`config.mk`:
```
export PLATFORM = sky130hd
export DESIGN_NAME = noc_output_scheduler
export DESIGN_NICKNAME = d
export VERILOG_FILES = /design/src/rtl/noc_output_scheduler_pkg.sv /design/src/rtl/noc_credit_counter.sv /design/src/rtl/noc_output_scheduler.sv
export SDC_FILE = /design/constraint.sdc
export NUM_CORES = 1
export LEC_CHECK = 0
export ABC_AREA = 1
export CAP_MARGIN = 20
export CELL_PAD_IN_SITES_DETAIL_PLACEMENT = 1
export CELL_PAD_IN_SITES_GLOBAL_PLACEMENT = 1
export CORE_ASPECT_RATIO = 0.6
export CORE_MARGIN = 2
export CORE_UTILIZATION = 34
export CTS_CLUSTER_SIZE = 12
export DETAILED_ROUTE_END_ITERATION = 6
export PLACE_DENSITY = 0.84
export SLEW_MARGIN = 20
export SYNTH_ARGS = -nofsm -noshare
export SYNTH_HDL_FRONTEND = slang
export SYNTH_SLANG_ARGS = --single-unit
```
`constraint.sdc`:
```
create_clock -name noc_clk -period 5.1 [get_ports noc_clk]
set_clock_uncertainty 0.2 [all_clocks]
set_input_delay 1.53 -clock noc_clk [delete_from_list [all_inputs] [get_ports noc_clk]]
set_output_delay 1.53 -clock noc_clk [all_outputs]
set_load 0.02 [all_outputs]
```
`src/rtl/noc_output_scheduler_pkg.sv`:
```
// Shared types and helpers for the NoC output-port scheduler and its credit counter.
package noc_parameters;

    typedef enum logic {
        IDLE   = 1'b0,
        LOCKED = 1'b1
    } sched_state_e;

    // Counter must hold the full value CREDITS, hence +1.
    function automatic int credit_width(input int credits);
        return $clog2(credits + 1);
    endfunction

endpackage

```
`src/rtl/noc_credit_counter.sv`:
```
// Downstream credit tracker: one credit per transferred flit, refilled by credit_return pulses.
module noc_credit_counter
    import noc_parameters::*;
#(
    parameter int CREDITS = 4
) (
    input  logic                              clk,
    input  logic                              rst,
    input  logic                              consume,
    input  logic                              credit_return,
    output logic [credit_width(CREDITS)-1:0] count,
    output logic                              available,
    output logic                              ovf
);

    localparam int CW = credit_width(CREDITS);
    localparam logic [CW-1:0] FULL = CW'(CREDITS);

    // NOTE: asynchronous reset sits in the sensitivity list; every register here gets a reset value.
    always_ff @(posedge clk or posedge rst) begin
        if (rst) begin
            count <= FULL;
            ovf   <= 1'b0;
        end else begin
            unique case ({consume, credit_return})
                2'b10: count <= count - 1'b1;
                2'b01: begin
                    if (count == FULL) ovf   <= 1'b1;
                    else               count <= count + 1'b1;
                end
                default: ;
            endcase
        end
    end

    // No bypass: a returned credit becomes usable only after it is registered.
    assign available = (count != '0);

endmodule

```
`src/rtl/noc_output_scheduler.sv`:
```
// Wormhole output-port scheduler: round-robin on head flits, locks to the winner until its tail,
// and gates every grant on downstream credit.
module noc_output_scheduler
    import noc_parameters::*;
#(
    parameter int REQUESTS = 4,
    parameter int CREDITS  = 4
) (
    input  logic                              noc_clk,
    input  logic                              noc_rst,
    input  logic [REQUESTS-1:0]               req_valid,
    input  logic [REQUESTS-1:0]               req_head,
    input  logic [REQUESTS-1:0]               req_tail,
    output logic [REQUESTS-1:0]               grant,
    output logic                              out_valid,
    output logic [$clog2(REQUESTS)-1:0]       out_sel,
    input  logic                              credit_return,
    output logic [credit_width(CREDITS)-1:0] credit_count,
    output logic                              locked,
    output logic                              err_credit_ovf
);

    localparam int SW = $clog2(REQUESTS);
    localparam logic [SW-1:0] LAST_RESET = SW'(REQUESTS - 1);

    sched_state_e   state;
    logic [SW-1:0]  owner;
    logic [SW-1:0]  last_winner;
    logic [SW-1:0]  pick;
    logic [SW-1:0]  sel;
    logic           available;
    logic           transfer;

    // First set bit strictly after `last`, searching circularly upward.
    function automatic logic [SW-1:0] rr_pick(input logic [REQUESTS-1:0] cand,
                                               input logic [SW-1:0]       last);
        logic [SW-1:0] w;
        logic [SW-1:0] j;
        w = '0;
        for (int i = REQUESTS; i >= 1; i--) begin
            j = SW'((int'(last) + i) % REQUESTS);
            if (cand[j]) w = j;
        end
        return w;
    endfunction

    // NOTE: combinational blocks use blocking assignments and default every output first, so no latch is inferred.
    always_comb begin
        grant = '0;
        sel   = '0;
        pick  = rr_pick(req_valid & req_head, last_winner);
        if (!noc_rst && available) begin
            if (state == IDLE) begin
                if (|(req_valid & req_head)) begin
                    sel         = pick;
                    grant[pick] = 1'b1;
                end
            end else if (req_valid[owner]) begin
                sel          = owner;
                grant[owner] = 1'b1;
            end
        end
    end

    assign out_valid = |grant;
    assign out_sel   = sel;
    assign transfer  = out_valid;
    assign locked    = (state == LOCKED);

    // NOTE: sequential state is updated only with non-blocking assignments.
    always_ff @(posedge noc_clk or posedge noc_rst) begin
        if (noc_rst) begin
            state       <= IDLE;
            owner       <= '0;
            last_winner <= LAST_RESET;
        end else if (transfer) begin
            if (state == IDLE) begin
                last_winner <= sel;
                if (!req_tail[sel]) begin
                    state <= LOCKED;
                    owner <= sel;
                end
            end else if (req_tail[owner]) begin
                state <= IDLE;
            end
        end
    end

    noc_credit_counter #(
        .CREDITS (CREDITS)
    ) u_credit (
        .clk           (noc_clk),
        .rst           (noc_rst),
        .consume       (transfer),
        .credit_return (credit_return),
        .count         (credit_count),
        .available     (available),
        .ovf           (err_credit_ovf)
    );

endmodule

```
==> results.txt, run 1 <==
- Net Count, Synth: approximately 170
- The first global-routing pass estimated 5890 um of wire.
- TritonCTS built the clock tree.
- Grouping stages by cell kind, the critical path spends the most delay in simple AND/OR/NAND/NOR gates.
- Growth of design area from synthesis to finish: 45.5%
- Yosys warns: 0
- Headroom to the max-slew limit came out at 0.687.
* DRC Markers: 0
* Standard-cell rows: 15
* Most frequently used flop master after synthesis: sky130_fd_sc_hd__dfrtp_1
* Post-CTS Setup Inserts: 0
- Worst Path Class, Setup: input port to output pin
- At the pin with the least slew margin, the transition time is 0.466 ns.
* I/O pin count: 27
* Final critical-path share of the clock period: 0.971
- Cell Count Post-Placement: around 230
- Reg2reg path depth: 20
- For the worst setup path, the data arrival time is around 3.2 ns.
- Together, buffers and inverters on the worst path number 3.
* Final layout net count: 213
- The average instance in the mapped netlist occupies 6.52 sq um.
- Register area share after synthesis: 0.231
* Number of clock sinks seen by CTS: 9
- The clock passes through at most 2 buffers.
- Measured along the y axis, the die boundary spans 45.8 um.
- The synthesized design contains 9 register bits.
* Commonest cells after routing, fill and taps aside: sky130_fd_sc_hd__nand2_1 (45), sky130_fd_sc_hd__inv_1 (21), sky130_fd_sc_hd__clkdlybuf4s50_1 (19), sky130_fd_sc_hd__buf_4 (17), sky130_fd_sc_hd__nand2_2 (16)
- The critical path runs through a total of 13 cells.
- The first detailed-routing pass ran for 4 iterations.
- At the end of routability-driven placement, the weighted congestion stood at ~0.88.
- Data on the critical path is required at its endpoint by ~3.4 ns.
- Dominant cell type by count on the critical path: sky130_fd_sc_hd__nand2_2
- Overall Global Routing Usage: 0.236
- Entering global routing, the biggest net connects 11 pins.
- HPWL Detailed: 2930 um
- Max stage delay on crit path: 0.45 ns
* Pwr Density: just under 800 nW/um^2
* Port Buf Inserts: 26
- For the finished layout, the period the worst path requires is roughly 5 ns.
- After detailed routing, the average wire length per cell comes to approximately 16 um.
- Number of hold buffers added after CTS: 0
- Setup violations remaining at the end of the flow were counted as 0.
- CTS built an H-tree with a depth of 1.
* CP Capture Point: out_valid
- Post-layout instance count excluding filler cells: 230
* Max-cap violations: 0
- The final route contains 1141 vias.
- In this run the register-to-register setup slack is 2.04 ns.
- Proportion of register bits with asynchronous set or reset after synthesis: 1.00
- The number of antenna violations at the first check in global routing was 0.
* Static leakage: between 0.7 and 0.8 nW
* Worst setup slack after placement: -0.321 ns
* Crit path cell chain: clkdlybuf4s50_1, nand2_2, nand2_1, nand2_2, nor2_4, nor2_4, nand3_2, nand2_1, nand2_2, buf_4, nand3_4, nand3_2, buf_4
- The count of nets left with antenna violations once routing finished came out at 0.
- After clock tree synthesis, the clock-pin slew on the worst setup and hold paths is roughly 0.05 ns.
* Count of inserted antenna diode cells: 0
* Die ar.: around 3400 sq um
* Mapped Cells: approximately 150
* Hold Crit Class: flip-flop to flip-flop
- Endpoint of the lowest-slack register-to-register path: u_credit.count[2]
- Highest Clock Rate: 202 MHz
- Pins Over Slew Limit: 0
- Worst Setup End Kind: output pin
- Via count of the first global-routing pass: approximately 1200
- Counting flops with a built-in enable in the synthesized netlist gives 0.
- Setup repair after global routing left no endpoint under its margin.
- Setup slack after layout: roughly 0.15 ns
- Cell chosen for the clock root: sky130_fd_sc_hd__clkbuf_8
- Post-synthesis instance area: about 990 sq um
- Crit Path Max Fanout: 4
* Initial cell density of the core: 0.352
* Highest-delay cell along the critical path: sky130_fd_sc_hd__clkdlybuf4s50_1
* Number of hold-slack violations in the final timing report: 0
* TritonCTS buffer count: 3
- Startpoint class of the critical path: input port
* Insertion delay to the later sink of the worst-skew pair: 0.24 ns
* Number of fillers in the final layout: about 380
- Starting DRC count in detailed routing: 49
* Die boundary width: between 70 and 80 um
* Sum of negative setup slack: 0 ns
* Via-to-Cell Ratio: roughly 5
* Worst r2r src: last_winner[0]
- The most critical setup path has its startpoint at req_valid[2].
* Run status: finished clean
* Unique cell type count in the Yosys netlist: 29
* Detailed-route wire length: approximately 3600 um
- IR analysis of the VDD net gives a maximum drop of roughly 0.26 mV.
- Leaving out fill and tap cells, the most frequent cell in the layout is sky130_fd_sc_hd__nand2_1.
- After floorplanning, the core was sized to cover between 2000 and 3000 sq um.
- Summed over all layers, the global routing overflow is 0.
* Fraction of final layout cells with drive strength greater than 1: 0.342
==> flip-flops by register name, indices dropped and copies added, names as in the netlist <==
name and cells:
last_winner 2, locked 1, owner 2, u_credit.count 3, u_credit.ovf 1
==> report_power, final <==
group          leakage [nW]  internal, mW  switching (mW)
clock                0.0255        0.0535          0.0315
combinational         0.607         0.334           0.527
sequential            0.104         0.114          0.0588
total                 0.736         0.501           0.617
==> cells in the mapped netlist, types with 2 or more instances <==
| library cell | number | share of area |
|---|---|---|
| sky130_fd_sc_hd__nor2_1 | 7 | 0.027 |
| sky130_fd_sc_hd__inv_1 | 21 | 0.080 |
| sky130_fd_sc_hd__nor2_2 | 3 | 0.019 |
| sky130_fd_sc_hd__nand2_2 | 10 | 0.063 |
| sky130_fd_sc_hd__nand4_1 | 2 | 0.013 |
| sky130_fd_sc_hd__nand3_2 | 6 | 0.061 |
| sky130_fd_sc_hd__dfstp_2 | 3 | 0.080 |
| sky130_fd_sc_hd__nand3_1 | 14 | 0.071 |
| sky130_fd_sc_hd__dfrtp_1 | 6 | 0.15 |
| sky130_fd_sc_hd__nand2_1 | 51 | 0.19 |
| sky130_fd_sc_hd__o21ai_1 | 3 | 0.015 |
| sky130_fd_sc_hd__inv_2 | 3 | 0.011 |
| sky130_fd_sc_hd__nor2_4 | 2 | 0.023 |
| sky130_fd_sc_hd__a21oi_1 | 4 | 0.020 |
| sky130_fd_sc_hd__o21ai_0 | 3 | 0.015 |
==> area by class of cell <==
class                      instances  area, sq um  area share
timing repair buffer              42          348       0.241
inverter                          25         96.3      0.0668
multi-input combinational        116          679       0.471
tap                               34         42.5      0.0295
sequential                         9          229       0.159
clock inverter                     1         5.00     0.00347
clock buffer                       3         41.3      0.0286
==> layer usage <==
layer  vias to the layer above  wire (um)  GRT usage  share of wire
met5                         -          0          0              0
met4                         0         18     0.0255         0.0050
met3                         2         87     0.0354          0.024
met2                        20       1710      0.405           0.48
met1                       553       1770      0.328           0.49
li1                        566          -          -              -
==> worst register-to-register path: cells and delay by family, from the launching register on <==
kind | cells | cell delay (ns)
fa+ha+maj | 1 | 0.42
buf+inv | 5 | 0.52
flops | 1 | 0.66
simple gates | 14 | 1.20
==> kinds of logic after synthesis <==
logic type,count (synthesis),synth area share
AO/OA/AOI/OAI,15,0.102
XOR/XNOR,1,0.00884
adder cells (fa/ha/maj),1,0.0202
buffers and inverters,27,0.114
flip-flops,9,0.231
AND/OR/NAND/NOR,99,0.524
==> worst min path at each step <==
| stage | cells after the start | end | start | slack, ns |
|---|---|---|---|---|
| after floorplan | 2 | last_winner[1] | last_winner[1] | 0.30 |
| after global placement | 2 | u_credit.count[2] | u_credit.count[2] | 0.26 |
| after detailed placement | 2 | u_credit.count[2] | u_credit.count[2] | 0.27 |
| after CTS | 1 | u_credit.ovf | u_credit.ovf | 0.28 |
| after global routing | 1 | u_credit.ovf | u_credit.ovf | 0.31 |
| final | 1 | u_credit.ovf | u_credit.ovf | 0.28 |
==> through the flow <==
stage / util / hold slack (ns) / area (sq um) / power (mW)
detailed placement: 0.496 / 0.267 / 1400 / 1.03
floorplan: - / 0.296 / 991 / 0.703
finish: 0.512 / 0.284 / 1440 / 1.12
CTS: 0.513 / 0.283 / 1450 / 1.11
global placement: 0.496 / 0.258 / 1400 / 0.984
global route: 0.512 / 0.308 / 1440 / 1.22
==> what timing repair did <==
item	in CTS	in global routing
endpoints found under the hold margin	0	0
resized for setup	17	19
endpoints found under the setup margin	7	7
(Power assumes the default switching activity.)
==> inputs of run 2 (changes only) <==
--- a/config.mk
+++ b/config.mk
@@ -10,9 +10,10 @@
 export CELL_PAD_IN_SITES_DETAIL_PLACEMENT = 1
 export CELL_PAD_IN_SITES_GLOBAL_PLACEMENT = 1
-export CORE_ASPECT_RATIO = 0.6
+export CORE_ASPECT_RATIO = 0.75
 export CORE_MARGIN = 2
 export CORE_UTILIZATION = 34
 export CTS_CLUSTER_SIZE = 12
 export DETAILED_ROUTE_END_ITERATION = 6
+export GPL_ROUTABILITY_DRIVEN = 0
 export PLACE_DENSITY = 0.84
 export SLEW_MARGIN = 20
--- a/constraint.sdc
+++ b/constraint.sdc
@@ -3,3 +3,3 @@
 set_input_delay 1.53 -clock noc_clk [delete_from_list [all_inputs] [get_ports noc_clk]]
 set_output_delay 1.53 -clock noc_clk [all_outputs]
-set_load 0.02 [all_outputs]
+set_load 0.1 [all_outputs]
==> results.txt, run 2 (synthesized netlist as in run 1, its figures left out) <==
- Max stage delay on crit path: approximately 0.49 ns
- Data on the critical path arrives at its endpoint at around 3.3 ns.
- Commonest cells after routing, fill and taps aside: sky130_fd_sc_hd__nand2_1 (46), sky130_fd_sc_hd__inv_1 (21), sky130_fd_sc_hd__clkdlybuf4s50_1 (18), sky130_fd_sc_hd__nand2_2 (15), sky130_fd_sc_hd__nand3_1 (14)
- Fraction of final layout cells with drive strength greater than 1: 0.301
- I/O pin count: 27
- Highest Clock Rate: about 200 MHz
- Run status: finished clean
- The largest registers in the layout are u_credit.count (3), last_winner (2), owner (2).
- Post-layout instance count excluding filler cells: roughly 220
* Hold Crit Class: flip-flop to flip-flop
* Worst Path Class, Setup: input port to output pin
- Critical path data required time: ~3.4 ns
- In this run the register-to-register setup slack is approximately 2.2 ns.
- In this run the critical register-to-register path is launched from last_winner[0].
- The detailed router finished its first iteration with 35 violations.
- Worst Setup End Kind: output pin
- Setup violations remaining at the end of the flow were counted as 0.
- Dividing the final minimum period by the clock period gives 0.986.
* Overall Global Routing Usage: 0.199
- Relative slew margins: 0.342
- The repair_antennas step left the layout with diodes totalling 0.
- At the end of the flow the core is filled with cells to 0.553.
- Crit Path Max Fanout: 3
- The later pin in the worst-skew pair is clocked with a latency of 0.23 ns.
- In this run the tool buffered the top-level ports with 26 buffer cells.
* Growth of design area from synthesis to finish: 49.6%
- Remaining global-route overflow: 0
- TritonCTS buffer count: 3
- Largest register by flop count: u_credit.count
* Crit path cell chain: clkdlybuf4s50_1, nand2_2, nand2_1, nand2_1, nor2_2, nor2_4, nand3_2, nand2_1, nand2_2, nand2_2, a211oi_4, buf_12
* H-tree depth: 1
- Initial antenna violation count: 0
* Detailed-route wire length per cell: 14.3 um
* Vertical extent of the die: approximately 50 um
* DRC Markers: 0
- The register with the most flip-flops in the layout has 3 of them.
- The hold violation total from the final report was 0.
- Setup slack after layout: around 0.069 ns
* Cell Count Post-Placement: roughly 210
* HP Start: u_credit.count[2]
- Clk slew on worst S/H paths: roughly 0.040 ns
- Maximum number of pins on one net before global-route repair: 11
- Setup repair after global routing could not meet its margin everywhere.
- Fill cells in the final layout number 360.
- Before antenna repair, the detailed router went through 3 iterations.
- Highest-delay cell along the critical path: sky130_fd_sc_hd__clkdlybuf4s50_1
* Worst-case clock buffer depth: 2
- Die boundary width: ~66 um
- The first global-routing pass estimated ~5100 um of wire.
* Pins Over Slew Limit: 0
* Worst setup slack after placement: ~0.049 ns
* Final critical delay including setup and external delays: between 5 and 6 ns
- Via-to-Cell Ratio: ~4.8
- The floorplan has 16 rows.
* Launch point of the worst path: req_valid[2]
* Number of clock sinks seen by CTS: 9
* Startpoint class of the critical path: input port
* TritonCTS clock tree: built
- Number of hold buffers added after CTS: 0
* Detailed-route wire length: about 3200 um
- Max-cap violations in this run came to 0.
* Die ar.: about 3400 sq um
* Via count of the first global-routing pass: 1124
- In this run the remaining antenna-violating nets after routing total 0.
* Final layout net count: 203
- Commonest non-fill, non-tap cell in the layout: sky130_fd_sc_hd__nand2_1
- For this configuration, the core starts out at a cell density of 0.369.
- At the pin with the least slew margin, the transition time is between 0.9 and 1 ns.
- Standard cell core area: 2680 sq um
* HPWL Detailed: 2600 um
- Vias post-DR: between 1000 and 1500
- Cell chosen for the clock root: sky130_fd_sc_hd__clkbuf_8
==> run 2: per-stage QoR <==
step | TNS, ns | hold slack, ns | cell area (sq um)
final | 0 | 0.270 | 1480
after global placement | 0 | 0.257 | 1360
after global routing | -0.111 | 0.293 | 1480
after detailed placement | 0 | 0.267 | 1360
after floorplan | -0.295 | 0.297 | 996
after CTS | 0 | 0.273 | 1410
==> run 2: repair_timing <==
item                       in CTS  in global routing
setup endpoints to repair       0                  7
buffers inserted                0                  5
gates resized for setup         0                 10
==> run 2: final timing paths <==
kind	end	cells past startpoint
setup / recovery	grant[2]	12
hold / removal	u_credit.count[2]	2
setup reg to reg	u_credit.count[2]	19
hold reg to reg	u_credit.count[2]	2
max in group asynchronous	last_winner[1]	2
min in group asynchronous	u_credit.count[0]	2
==> run 2: final cells by class <==
class	instances	area, sq um	share of cell area
timing repair buffer	32	378	0.255
clock buffer	4	45.0	0.0304
inverter	25	96.3	0.0650
tap	36	45.0	0.0304
multi-input combinational	116	689	0.465
sequential	9	229	0.154
==> run 2: critical path: cells and delay by family <==
kind            cells  cell delay [ns]
buf+inv             2             0.70
simple gates        9             0.78
compound gates      1             0.28
==> run 2: per-layer routing <==
| layer | vias to the layer above | global-route usage | part of all wire |
|---|---|---|---|
| met4 | 0 | 0.0510 | 0.010 |
| met5 | - | 0 | 0 |
| met2 | 14 | 0.342 | 0.50 |
| li1 | 550 | - | - |
| met3 | 5 | 0.0269 | 0.025 |
| met1 | 504 | 0.261 | 0.47 |
Power of run 2 is left out: the tool's default activity adds up to more than one toggle a clock period on the data nets, which glitch-free logic cannot reach.
==> inputs of run 3 (changes only) <==
- CORE_UTILIZATION: 34 -> 35
- PLACE_DENSITY: 0.84 -> 0.86
==> results.txt, run 3 (synthesized netlist as in run 1, its figures left out) <==
- The run finished with clean final reports.
- Tracing the worst setup path back leads to its startpoint at req_head[2].
- The final number of max-transition violations is 0.
* Largest register by flop count: u_credit.count
* TritonCTS buffer count: 3
* Standard cell core area: ~2600 sq um
* Final critical-path share of the clock period: 0.977
- Largest regs: u_credit.count (3), last_winner (2), owner (2)
- Worst Path Class, Setup: input port to output pin
* Relative slew margins: 0.354
- HP Start: u_credit.count[2]
- Final antenna-violating net count: 0
* Overall Global Routing Usage: 0.219
- Detailed-route wire length: 3200 um
- Across all layers, the routed design uses around 1100 vias.
* Via-to-Cell Ratio: between 5 and 6
* TritonCTS clock tree: built
* Critical path data required time: around 3.4 ns
- HPWL Detailed: 2680 um
* Hold Crit Class: flip-flop to flip-flop
* H-tree depth: 1
* Worst Tran Pin Value: 0.966 ns
- The clock passes through at most 2 buffers.
- Input and output buffers added on the ports amount to 26.
* Commonest cells after routing, fill and taps aside: sky130_fd_sc_hd__nand2_1 (44), sky130_fd_sc_hd__inv_1 (21), sky130_fd_sc_hd__nand2_2 (15), sky130_fd_sc_hd__nand3_1 (14), sky130_fd_sc_hd__clkdlybuf4s50_1 (14)
- The worst register-to-register path begins at last_winner[0].
* Crit Path Max Fanout: 3
- The number of global-route vias before repair came to 1127.
- In the final routed layout, each cell accounts on average for between 10 and 15 um.
* Remaining global-route overflow: 0
- Number of clock sinks seen by CTS: 9
* Max-cap violations: 0
- The filler cells instantiated in the layout total roughly 340.
- Setup repair after global routing could not meet its margin everywhere.
- Global-route wire length before repair: ~5500 um
- Insertion delay to the later sink of the worst-skew pair: 0.23 ns
* Growth of design area from synthesis to finish: 48.1%
- Signal arrival time at the worst endpoint: around 3.3 ns
* Reg2reg path depth: 18
- DRC Markers: 0
- Sum of negative setup slack: 0 ns
* Number of hold-slack violations in the final timing report: 0
- The finished cells cover roughly 1500 sq um.
- Clk slew on worst S/H paths: roughly 0.040 ns
- For this configuration, the core starts out at a cell density of 0.375.
- Hold Path Stages: 2
* Worst Setup End Kind: output pin
* Die boundary width: roughly 65 um
* Standard-cell rows: 16
- Static timing analysis puts the maximum clock frequency at approximately 200 MHz.
* I/O pin count: 27
* Maximum number of pins on one net before global-route repair: 11
- The cell sitting at the root of the clock tree is a sky130_fd_sc_hd__clkbuf_8.
- The register with the most flip-flops in the layout has 3 of them.
- The final layout contains just under 200 nets.
* Final critical delay including setup and external delays: 4.98 ns
- The number of antenna diodes in the final layout is 0.
- After the first detailed-routing iteration, the DRC count stood at 21.
- Fraction of final layout cells with drive strength greater than 1: 0.291
* Startpoint class of the critical path: input port
- Die ar.: between 3000 and 4000 sq um
- After detailed placement, the total cell area comes to roughly 1400 sq um.
- Commonest non-fill, non-tap cell in the layout: sky130_fd_sc_hd__nand2_1
* Vertical extent of the die: approximately 50 um
- The number of antenna violations at the first check in global routing is 0.
- Setup violators final: 0
- Number of search-and-repair iterations in the first detailed-routing pass: 4
==> run 3: worst paths after layout <==
path	to	slack (ns)
max	grant[2]	0.12
min	u_credit.count[2]	0.28
max reg2reg	u_credit.count[2]	2.27
min reg2reg	u_credit.count[2]	0.28
max in group asynchronous	u_credit.count[2]	2.98
min in group asynchronous	u_credit.ovf	1.42
==> run 3: area by class of cell <==
type / instances / area, sq um / share of cell area
clock buffer: 4 / 45.0 / 0.0307
inverter: 25 / 96.3 / 0.0656
multi-input combinational: 116 / 694 / 0.473
sequential: 9 / 229 / 0.156
tap: 36 / 45.0 / 0.0307
timing repair buffer: 28 / 358 / 0.244
==> run 3: what timing repair did <==
item	in CTS	in global routing
resized for setup	0	17
setup buffers	0	1
endpoints found under the setup margin	0	7
hold buffers	0	0
==> run 3: metal layers <==
| layer | share of wire | GRT usage | vias to the layer above |
|---|---|---|---|
| met5 | 0 | 0 | - |
| met4 | 0.0069 | 0.0556 | 0 |
| met3 | 0.029 | 0.0434 | 5 |
| met2 | 0.50 | 0.367 | 19 |
| met1 | 0.47 | 0.288 | 541 |
| li1 | - | - | 540 |
==> run 3: per-stage QoR <==
stage                     utilization  instances  hold WS, ns  setup WS (ns)
after global placement          0.516        213        0.259          0.135
after floorplan                     -        152        0.297         -0.155
after global routing            0.555        218        0.321        -0.0195
after detailed placement        0.516        213        0.283         0.0225
after CTS                       0.533        217        0.290         0.0205
final                           0.555        218        0.281          0.117
==> run 3: critical path: stages <==
cell                              delay (ns)
sky130_fd_sc_hd__clkdlybuf4s50_1        0.47
sky130_fd_sc_hd__nand2_2                0.08
sky130_fd_sc_hd__nand2_1                0.08
sky130_fd_sc_hd__nand2_1                0.07
sky130_fd_sc_hd__nor2_2                 0.14
sky130_fd_sc_hd__nor2_4                 0.07
sky130_fd_sc_hd__nand3_2                0.08
sky130_fd_sc_hd__nand2_1                0.07
sky130_fd_sc_hd__nand2_2                0.11
sky130_fd_sc_hd__nand2_4                0.07
sky130_fd_sc_hd__a211oi_4               0.26
sky130_fd_sc_hd__buf_12                 0.21
Power of run 3 is left out for the same reason.
